--- src/rtl/sfr_access_master.sv ---
// CPU-side initiator for the SFR byte/bit port: decodes direct/bit addresses and sequences
// read, write and bit-complement strobes. Optional SFR_WRITE_VERIFY_EN adds write read-back.
module sfr_access_master #(
  parameter int unsigned Width   = 8,
  parameter logic [7:0]  SfrBase = 8'h80
) (
  input  logic             clk_i,
  input  logic             reset_i,
  input  logic             req_valid_i,
  output logic             req_ready_o,
  input  logic [1:0]       req_op_i,
  input  logic             req_bit_i,
  input  logic [7:0]       req_addr_i,
  input  logic [Width-1:0] req_data_i,
  input  logic             req_bin_i,
  output logic             rsp_valid_o,
  output logic [Width-1:0] rsp_data_o,
  output logic             rsp_bit_o,
  output logic             rsp_err_o,
  output logic [7:0]       sfr_addr_o,
  output logic             sfr_en_o,
  output logic             sfr_oe_o,
  output logic             sfr_bb_o,
  output logic [Width-1:0] sfr_pos_o,
  output logic [Width-1:0] sfr_din_o,
  output logic             sfr_bin_o,
  input  logic [Width-1:0] sfr_dout_i,
  input  logic             sfr_bout_i
);

  localparam logic [1:0] OpRead  = 2'b00;
  localparam logic [1:0] OpWrite = 2'b01;
  localparam logic [1:0] OpCpl   = 2'b10;

`ifdef SFR_WRITE_VERIFY_EN
  typedef enum logic [2:0] {
    StIdle, StRdIssue, StRdWait, StWrIssue, StVfIssue, StVfWait, StDone
  } state_e;
`else
  typedef enum logic [2:0] {
    StIdle, StRdIssue, StRdWait, StWrIssue, StDone
  } state_e;
`endif

  state_e           state_q, state_d;
  logic [1:0]       op_q, op_d;
  logic             bit_q, bit_d;
  logic [7:0]       addr_q, addr_d;
  logic [Width-1:0] pos_q, pos_d;
  logic             bb_q, bb_d;
  logic [Width-1:0] din_q, din_d;
  logic             bin_q, bin_d;
  logic [Width-1:0] rsp_data_q, rsp_data_d;
  logic             rsp_bit_q, rsp_bit_d;
  logic             rsp_err_q, rsp_err_d;
  logic             reject;

  assign reject = (req_addr_i < SfrBase) || (req_op_i == 2'b11) ||
                  ((req_op_i == OpCpl) && !req_bit_i);

  always_comb begin
    state_d    = state_q;
    op_d       = op_q;
    bit_d      = bit_q;
    addr_d     = addr_q;
    pos_d      = pos_q;
    bb_d       = bb_q;
    din_d      = din_q;
    bin_d      = bin_q;
    rsp_data_d = rsp_data_q;
    rsp_bit_d  = rsp_bit_q;
    rsp_err_d  = rsp_err_q;

    unique case (state_q)
      StIdle: begin
        if (req_valid_i) begin
          op_d  = req_op_i;
          bit_d = req_bit_i;
          din_d = req_data_i;
          bin_d = req_bin_i;
          if (req_bit_i) begin
            addr_d = {req_addr_i[7:3], 3'b000};
            pos_d  = Width'(1) << req_addr_i[2:0];
            bb_d   = 1'b0;
          end else begin
            addr_d = req_addr_i;
            pos_d  = '0;
            bb_d   = 1'b1;
          end
          if (reject) begin
            state_d    = StDone;
            rsp_data_d = '0;
            rsp_bit_d  = 1'b0;
            rsp_err_d  = 1'b1;
          end else if (req_op_i == OpWrite) begin
            state_d = StWrIssue;
          end else begin
            state_d = StRdIssue;
          end
        end
      end
      StRdIssue: state_d = StRdWait;
      StRdWait: begin
        // Registered SFR data is only driven in the cycle after oe.
        if (op_q == OpCpl) begin
          bin_d   = ~sfr_bout_i;
          state_d = StWrIssue;
        end else begin
          state_d    = StDone;
          rsp_data_d = bit_q ? '0 : sfr_dout_i;
          rsp_bit_d  = bit_q & sfr_bout_i;
          rsp_err_d  = 1'b0;
        end
      end
      StWrIssue: begin
`ifdef SFR_WRITE_VERIFY_EN
        state_d = StVfIssue;
`else
        state_d    = StDone;
        rsp_data_d = (op_q == OpCpl) ? '0 : din_q;
        rsp_bit_d  = bin_q;
        rsp_err_d  = 1'b0;
`endif
      end
`ifdef SFR_WRITE_VERIFY_EN
      StVfIssue: state_d = StVfWait;
      StVfWait: begin
        state_d    = StDone;
        rsp_data_d = (op_q == OpCpl) ? '0 : din_q;
        rsp_bit_d  = bin_q;
        rsp_err_d  = bit_q ? (sfr_bout_i != bin_q) : (sfr_dout_i != din_q);
      end
`endif
      StDone:  state_d = StIdle;
      default: state_d = StIdle;
    endcase
  end

  always_ff @(posedge clk_i) begin
    if (reset_i) begin
      state_q    <= StIdle;
      op_q       <= OpRead;
      bit_q      <= 1'b0;
      addr_q     <= '0;
      pos_q      <= '0;
      bb_q       <= 1'b1;
      din_q      <= '0;
      bin_q      <= 1'b0;
      rsp_data_q <= '0;
      rsp_bit_q  <= 1'b0;
      rsp_err_q  <= 1'b0;
    end else begin
      state_q    <= state_d;
      op_q       <= op_d;
      bit_q      <= bit_d;
      addr_q     <= addr_d;
      pos_q      <= pos_d;
      bb_q       <= bb_d;
      din_q      <= din_d;
      bin_q      <= bin_d;
      rsp_data_q <= rsp_data_d;
      rsp_bit_q  <= rsp_bit_d;
      rsp_err_q  <= rsp_err_d;
    end
  end

  assign req_ready_o = (state_q == StIdle);
  assign rsp_valid_o = (state_q == StDone);
  assign rsp_data_o  = rsp_data_q;
  assign rsp_bit_o   = rsp_bit_q;
  assign rsp_err_o   = rsp_err_q;
`ifdef SFR_WRITE_VERIFY_EN
  assign sfr_oe_o    = (state_q == StRdIssue) || (state_q == StVfIssue);
`else
  assign sfr_oe_o    = (state_q == StRdIssue);
`endif
  assign sfr_en_o    = (state_q == StWrIssue);
  assign sfr_addr_o  = addr_q;
  assign sfr_bb_o    = bb_q;
  assign sfr_pos_o   = pos_q;
  assign sfr_din_o   = din_q;
  assign sfr_bin_o   = bin_q;

endmodule
--- config.mk ---
export PLATFORM = sky130hd
export DESIGN_NAME = sfr_access_master
export DESIGN_NICKNAME = d
export VERILOG_FILES = /design/src/rtl/sfr_access_master.sv
export SDC_FILE = /design/constraint.sdc
export NUM_CORES = 1
export LEC_CHECK = 0
export CORE_MARGIN = 10
export CORE_UTILIZATION = 39
export DETAILED_ROUTE_END_ITERATION = 16
export PLACE_DENSITY = 0.76
export SLEW_MARGIN = 20
export SYNTH_ARGS = -nofsm -noshare
export SYNTH_HDL_FRONTEND = slang
export SYNTH_SLANG_ARGS = --single-unit
--- constraint.sdc ---
create_clock -name clk_i -period 1.4 [get_ports clk_i]
set_input_delay 0.28 -clock clk_i [delete_from_list [all_inputs] [get_ports clk_i]]
set_output_delay 0.28 -clock clk_i [all_outputs]
set_load 0.01 [all_outputs]
==> summary.txt, run 1 <==
DR pass1 iterations: 4
CTS tree: done
DP Area: 2828 sq um
Largest net degree at the start of global routing: 28
Antenna diode count: 0
Commonest non-fill, non-tap cells in the layout: 39 x dfxtp_1, 37 x dlygate4sd2_1, 36 x nand2_1, 36 x buf_4, 28 x clkdlybuf4s50_1
Max Fclk: 649.5 MHz
Minimum clock period: 1.540 ns
Average size of a mapped cell: 8.734 sq um
Critical Path Source Type: flop
Final worst slack: -0.1397 ns
Vias: 1992
Worst rel slew slack: 72.42%
Final ANT Viol Nets: 0
Nets: 350
RSZ-0062 raised after global routing: true
Hold buffers post-CTS: 0
Synth cell types: 32
Final period util: 110.0%
TritonCTS buffer count: 5
Port bufs: 71
Util after Layout: 73.92%
Starting density of the core: 40.76%
Peak VDD IR: 0.5845 mV
Share of cells above drive strength 1: 35.42%
Status: complete, but fails checks
GPL Wtd Cong: 0.7876
Pwr per Cell Area: 940.3 nW/um^2
H-Tree Level Count: 2
Global-route wire length before repair: 9549 um
Setup_tns: -3.168 ns
Max Fanout on Critical Path: 17
P&R area growth vs syn: 81.36%
Final Cell Area: 3263 sq um
Row cnt: 24
Clock slew at reported path FFs: 0.08 ns
WL per Instance: 16.71 um
Final Setup Violations: 35
Post-Synthesis Cells: 206
Die Area: 7730 sq um
Global route overflow: 0
Total GRT Usage: 15.40%
Hold crit path type: primary input to flop
Critical Path RT: 1.57 ns
Final hold vios: 0
First DRT Iteration DRCs: 63
Failing checks: negative setup slack
I/O Pins: 72
Clock Sinks: 42
Type of the worst setup path: flop to flop
Post-synthesis register bit count: 42
CP endpoint kind: flop
Register area share after synthesis: 46.73%
Leak: 1.393 nW
Commonest non-fill, non-tap cell in the layout: dfxtp_1
Clock tree buffer depth: 2
Drt total wl: 6201 um
Final HPWL DP: 4288 um
Max-cap violation count: 0
Pins Over Slew Limit: 0
DIE HEIGHT: 87.92 um
Worst Tran Pin Value: 0.4080 ns
Core area: 4414 sq um
Worst skew pair latency: 0.30 ns
Post-route clock skew: 0.01204 ns
Arrival time worst endpoint: 1.71 ns
Vias per cell: 5.369
Vias in the first global route: 1893
Initial antenna violation count: 0
Width of the die: 87.92 um
Post-Syn Area: 1799 sq um
Remaining DRCs: 0
Syn_nets: 238
YS warnings: 0
CTS Root Cell: clkbuf_8
[per-stage QoR]
stage / setup slack (ns) / instances / hold slack (ns) / total power, mW
after floorplan: -0.1218 / 206 / 0.4160 / 1.638
after global placement: -0.4079 / 353 / 0.4406 / 2.024
after detailed placement: -0.4398 / 353 / 0.4480 / 2.036
after CTS: -0.1165 / 366 / 0.4545 / 3.017
after global routing: -0.2183 / 371 / 0.4451 / 3.197
final: -0.1397 / 371 / 0.4428 / 3.068
[final timing paths]
kind	from	to	slack, ns	cells after the start
max reg2reg	state_q[2]	sfr_din_o[0]	-0.14	5
min	req_bit_i	bit_q	0.44	4
max	state_q[2]	sfr_din_o[0]	-0.14	5
min reg2reg	sfr_addr_o[5]	sfr_addr_o[5]	0.45	2
[synthesized netlist by cell type]
cell / n / area, sq um
a21oi_1: 21 / 105.1
or3b_2: 1 / 8.760
nor3b_2: 2 / 25.02
nor4b_2: 1 / 15.01
nor4b_4: 1 / 23.77
and3_1: 1 / 6.260
a211oi_1: 19 / 142.6
buf_6: 2 / 22.52
buf_2: 3 / 15.01
a22oi_1: 14 / 105.1
nor3b_4: 1 / 18.77
nor3_1: 3 / 15.01
dfxtp_1: 42 / 840.8
o22a_1: 1 / 8.760
or3_1: 1 / 6.260
nor2b_1: 6 / 37.54
nor2_1: 13 / 48.80
and3b_1: 1 / 8.760
a21o_1: 1 / 7.510
o21ai_0: 4 / 20.02
o32ai_1: 1 / 8.760
nor4b_1: 2 / 17.52
and2_1: 1 / 6.260
a31oi_1: 3 / 18.77
nand2b_1: 1 / 6.260
nand2_1: 38 / 142.6
inv_1: 3 / 11.26
a32oi_1: 2 / 17.52
nor3b_1: 1 / 7.510
nand3b_1: 3 / 22.52
or4b_4: 1 / 13.76
clkbuf_1: 12 / 45.04
[metal layers]
layer	global-route usage [%]	up-vias	wire (um)
li1	-	967	-
met1	16.79	964	2389
met2	26.39	54	3197
met3	6.871	7	560
met4	4.348	0	53
met5	0	-	0
[cells by family (layout without fill, tap and decap cells)]
kind of cell	Yosys count	after routing	synth area share (%)
AND/OR/NAND/NOR	78	78	23.92
AO/OA/AOI/OAI	66	66	24.13
buffers and inverters	20	133	5.215
flip-flops	42	42	46.73
[where the power goes]
part	total, mW	internal [mW]	switching (mW)
Combinational	0.784	0.426	0.358
Sequential	1.33	1.27	0.0606
Clock	0.956	0.532	0.423
[registers in the layout, indices dropped and copies added (netlist names), 2 cells and up]
signal / flops
sfr_din_o: 8
sfr_addr_o: 8
state_q: 3
sfr_pos_o: 8
rsp_data_o: 8
op_q: 2
[final cells by class]
class / count / area, sq um
Inverter: 3 / 11.26
Multi-Input combinational cell: 144 / 1116
Fill cell: 327 / 1151
Clock buffer: 6 / 72.57
Tap cell: 52 / 65.06
Timing Repair Buffer: 122 / 1109
Clock inverter: 2 / 37.54
Sequential cell: 42 / 852.1
[worst max-delay path, cell delays in order, from the launching register on]
cell and delay, ns:
dfxtp_4 0.37, or4b_4 0.59, buf_4 0.17, buf_8 0.15, nand2_1 0.07, a21oi_1 0.05
[what timing repair did]
| item | CTS | global route |
|---|---|---|
| endpoints found under the setup margin | 79 | 44 |
| setup buffers | 5 | 5 |
| resized for setup | 98 | 33 |
| pin swaps | 22 | 14 |
Power figures use the tool's default switching activity.
==> run 2, diff against run 1 <==
Settings changed: CORE_MARGIN 10 to 1.5.
==> summary.txt, run 2 (synthesis results as in run 1) <==
Status: complete, but fails checks
Failing checks: negative setup slack
Worst hold slack: 0.3955 ns (-0.04726 ns)
Final HPWL DP: 3494 um (-19%)
RSZ-0062 raised after global routing: true
I/O Pins: 72 (unchanged)
Global-route wire length before repair: 8252 um (-14%)
Starting density of the core: 41.04% (+0.28 points)
Final Cell Area: 3166 sq um (-3.0%)
Minimum clock period: 1.538 ns (-0.001501 ns)
Die Area: 5030 sq um (-35%)
DIE HEIGHT: 70.92 um (-19%)
Max Fanout on Critical Path: 6 (-11)
Internal power: 2.220 mW (-0.30%)
Worst skew pair latency: 0.30 ns (about the same)
TritonCTS buffer count: 5 (unchanged)
Nets: 343 (-2.0%)
Global route overflow: 0 (unchanged)
Final period util: 109.9% (about the same)
Commonest non-fill, non-tap cells in the layout: 39 x dfxtp_1, 38 x dlygate4sd2_1, 35 x nand2_1
Area occupied by multi-input gates: 1079 sq um (-3.4%)
Seq pwr share: 43.3% (about the same)
Critical Path RT: 1.63 ns (+0.06 ns)
# fillers: 343 (+4.9%)
Arrival time worst endpoint: 1.77 ns (+0.06 ns)
Pins Over Slew Limit: 0 (unchanged)
Util after Layout: 72.20% (-1.7 points)
Initial antenna violation count: 0 (unchanged)
Type of the worst setup path: flop to flop
Worst path max stage delay: 0.58 ns (about the same)
Antenna diode count: 0 (unchanged)
Worst rel slew slack: 71.96% (-0.46 points)
Post-route clock skew: 0.008302 ns (-0.003741 ns)
Clock Sinks: 42 (unchanged)
CTS tree: done
Drt total wl: 5401 um (-13%)
CTS Root Cell: clkbuf_8
Sw Pwr: 850.6 uW (+1.1%)
P&R area growth vs syn: 75.94%
Hold crit path type: primary input to flop
Commonest non-fill, non-tap cell in the layout: dfxtp_1
Max-cap violation count: 0 (unchanged)
Crit-path cells: or4b_4 -> nor3b_4 -> a32oi_1 -> nor2_1
Clock group share of total power: 31.9% (+0.8 points)
Leak: 1.337 nW (-4.0%)
Remaining DRCs: 0 (unchanged)
Total GRT Usage: 20.71% (+5.3 points)
Slowest stage cell, crit path: or4b_4
Max Fclk: 650.1 MHz (about the same)
Largest net degree at the start of global routing: 29 (+3.6%)
Pwr per Cell Area: 970.1 nW/um^2 (+3.2%)
Hold buffers post-CTS: 0 (unchanged)
Clock slew at reported path FFs: 0.08 ns (about the same)
CP top delay family: simple AND/OR/NAND/NOR gates
Vias per cell: 5.236 (-2.5%)
DR pass1 iterations: 4 (unchanged)
Worst Tran Pin Value: 0.4148 ns (+0.006820 ns)
Share of cells above drive strength 1: 31.73% (-3.7 points)
H-Tree Level Count: 2 (unchanged)
Peak VDD IR: 0.7813 mV (+34%)
Port bufs: 71 (unchanged)
CP endpoint kind: flop
Vias: 1906 (-4.3%)
Row cnt: 24 (unchanged)
Core area: 4384 sq um (-0.68%)
First DRT Iteration DRCs: 97 (+54%)
GPL Wtd Cong: 0.8114 (+3.0%)
Vias in the first global route: 1775 (-6.2%)
Power, Total: 3.071 mW (about the same)
Combinational share of power: 24.8% (-0.7 points)
Reg area: 849.6 sq um (-0.29%)
Width of the die: 70.92 um (-19%)
Final ANT Viol Nets: 0 (unchanged)
Clock tree buffer depth: 2 (unchanged)
Final Setup Violations: 36 (+2.9%)
Critical path buffers and inverters: 0 (-2)
Critical Path Source Type: flop
Final worst slack: -0.1382 ns (+0.001501 ns)
Final hold vios: 0 (unchanged)
WL per Instance: 14.84 um (-11%)
Sw frac: 27.70% (+0.27 points)
DP Area: 2803 sq um (-0.88%)
==> run 2: cell type report <==
class                           count  area share (%)
Sequential cell                    42           26.84
Timing Repair Buffer              114           33.12
Clock buffer                        5           2.174
Tap cell                           52           2.055
Clock inverter                      3           1.383
Inverter                            3          0.3557
Multi-Input combinational cell    145           34.07
==> run 2: through the flow <==
step,TNS [ns],setup WS [ns],cells
global route,-4.017,-0.2125,364
global placement,-14.54,-0.4234,348
CTS,-1.667,-0.1306,358
detailed placement,-15.27,-0.4473,348
floorplan,-1.456,-0.1218,206
finish,-2.007,-0.1382,364
==> run 2: path summary, 6_finish.rpt <==
check	depth (start not counted)	start	slack, ns	endpoint
worst max-delay path	4	state_q[0]	-0.14	sfr_pos_o[3]
worst min register to register	2	sfr_addr_o[5]	0.46	sfr_addr_o[5]
worst min-delay path	4	req_op_i[0]	0.40	op_q[0]
worst max register to register	4	state_q[0]	-0.14	sfr_pos_o[3]
==> run 2: routing by layer <==
metal	track usage, %	share of wire (%)
met1	25.96	44
met3	6.410	5.4
met4	6.918	1.0
met5	0	0
met2	33.96	49
==> run 2: tightest hold or removal path: cells and delay by family <==
kind | cells | cell delay (ns)
compound gates | 1 | 0.10
buf+inv | 2 | 0.23
simple gates | 1 | 0.04
==> run 2: power groups by stage <==
stage / clock network (mW) / registers, mW / logic [mW]
after global routing: 1.06 / 1.34 / 0.815
after CTS: 1.00 / 1.32 / 0.647
after detailed placement: 0 / 1.35 / 0.667
after global placement: 0 / 1.35 / 0.660
final: 0.980 / 1.33 / 0.761
after floorplan: 0 / 1.37 / 0.264
==> run 2: timing repair <==
action                     CTS  global route
setup endpoints to repair   78            44
pin swaps                   11            27
buffers inserted             2             5
gates resized for setup     63            52
cloned                       0             2
==> RTL edit (settings of run 2) <==
Build with the macro `SFR_WRITE_VERIFY_EN` defined.
--- a/src/rtl/sfr_access_master.sv
+++ b/src/rtl/sfr_access_master.sv
@@ -1,5 +1,7 @@
 // CPU-side initiator for the SFR byte/bit port: decodes direct/bit addresses and sequences
 // read, write and bit-complement strobes. Optional SFR_WRITE_VERIFY_EN adds write read-back.
+`define SFR_WRITE_VERIFY_EN
+
 module sfr_access_master #(
   parameter int unsigned Width   = 8,
   parameter logic [7:0]  SfrBase = 8'h80
Check against the original RTL: not equivalent (Yosys sat finds a counterexample within 4 cycles, from zero or initial values and one cycle with reset_i high).
==> RTL edit against run 2 <==
  * The flow still finishes with violations (negative setup slack)
  * Routed wire length grew 7.1%
  * First-iteration DRC count shrank 6.2%
  * Worst setup slack gained 0.0023 ns
  * Sequential cell count is the same
  * Cell area grew 6.6%
  * Area after synthesis grew 11%
  * Clock skew shrank 0.0044 ns
Power is not compared: it rests on default switching activity, and its combinational part moved more than twofold at a synthesized area within 25%.
==> RTL edit: results <==
[worst_setup_path]
slowest_stage = "dfxtp_4"
arrival_ns = 1.73
critPathMaxStageDelay_ns = 0.37
critPathMaxFanout = 5
r2r-end = "rsp_err_o$_SDFFE_PP0P_"

[status]
violations = "negative setup slack"
outcome = "complete, but fails checks"

[placement]
placed_area_sq_mm = 0.00289
dp_hpwl_mm = 3.59

[timing]
final-setup-viol-count = 29
finClkSkew_ns = 0.00392
worst_pin_slew_ns = 0.323
setup_ws_ns = -0.136

[logic_synthesis]
synth_cell_types = 41
synth.net_count = 251
yosysSeqAreaShare_pct = 42.2
synthTopCellsByArea = "dfxtp_1 (42%), nand2_1 (7.0%), a21oi_1 (6.0%), a22oi_1 (5.3%), a211oi_2 (5.0%)"

[route]
dr_total_vias = 1964
routedWlPerCell_um = 14.9
drtIter0Drc = 91

[grt]
grt_pass1_vias = 1907
track_usage_pct = 20.5
grt_pass1_wl_mm = 8.68

[finish]
drive_gt1_share_pct = 39.1
final_nets = 353

[worst_hold_path]
worstHoldPathCells = 2
min_delay_worst_endpoint = "sfr_pos_o[6]$_SDFFE_PP0P_"
-- RTL edit: changes by cell type in the layout (fill, tap and decap cells not counted), sizes merged, moves of 3 or more --
cell    before  now
a21oi       21   24
a31oi        3    0
nor4b        4    1
nor3b        4    1
buf         46   41
a211oi      19    8
xnor2        0    9
nor2        13   30
-- RTL edit: worst reg2reg max path: cells and delay by family, from the launching register on --
kind | cells | cell delay (ns)
simple gates | 3 | 0.35
buf+inv | 2 | 0.28
flops | 1 | 0.37
compound gates | 2 | 0.43
-- RTL edit: how the worst max path moves through the flow --
stage                                       start                         end  slack (ns)
after CTS                 state_q[0]$_SDFFE_PP0P_  rsp_data_o[6]$_SDFFE_PP0P_       -0.13
after floorplan           state_q[2]$_SDFFE_PP0P_      rsp_bit_o$_SDFFE_PP0P_       -0.06
after global routing      state_q[0]$_SDFFE_PP0P_      rsp_err_o$_SDFFE_PP0P_       -0.21
final                     state_q[0]$_SDFFE_PP0P_      rsp_err_o$_SDFFE_PP0P_       -0.14
after global placement                req_op_i[0]  rsp_data_o[5]$_SDFFE_PP0P_       -0.33
after detailed placement              req_valid_i      sfr_bin_o$_SDFFE_PP0P_       -0.38
-- RTL edit: per-stage QoR --
step / util, % / TNS (ns) / hold WS [ns] / setup slack [ns] / std cells
2_1_floorplan: - / -0.133 / 0.375 / -0.0628 / 219
3_3_place_gp: 59.9 / -10.12 / 0.446 / -0.328 / 367
3_5_place_dp: 59.9 / -11.47 / 0.450 / -0.379 / 367
4_1_cts: 66.1 / -1.51 / 0.339 / -0.127 / 387
5_1_grt: 70.0 / -3.57 / 0.353 / -0.206 / 389
6_report: 70.0 / -1.86 / 0.346 / -0.136 / 389
-- RTL edit: report_power, final --
part           switching [W]  internal, W  total [W]
registers           0.000221      0.00146    0.00168
logic                0.00134      0.00151    0.00285
clock network       0.000440     0.000397   0.000837
total                0.00200      0.00337    0.00537
-- RTL edit: logic make-up (layout without fill, tap and decap cells) --
kind of cell / after synthesis / after routing / share of synthesized area (%)
AOI/OAI and AO/OA: 59 / 59 / 22.9
xor gates and xnor gates: 10 / 10 / 4.40
buffers and inverters: 16 / 119 / 5.46
DFF: 42 / 42 / 42.2
and+or+nand+nor: 92 / 92 / 25.0
-- RTL edit: layout make-up --
cell class                      count  area (sq um)
Sequential cell                    42           856
Multi-Input combinational cell    161          1250
Timing Repair Buffer              109          1080
Fill cell                         370          1440
Tap cell                           67          83.8
Clock inverter                      2          12.5
Clock buffer                        6          82.6
Inverter                            2          7.51
-- RTL edit: routing by layer --
layer  share of wire (%)  GRT usage, %  up-vias  wire length [um]
met5                   0             0        -                 0
met4                 1.3          7.07        0                77
met3                 5.6          5.42        9               322
met2                  49          34.1       58              2850
met1                  44          25.8      934              2530
li1                    -             -      963                 -
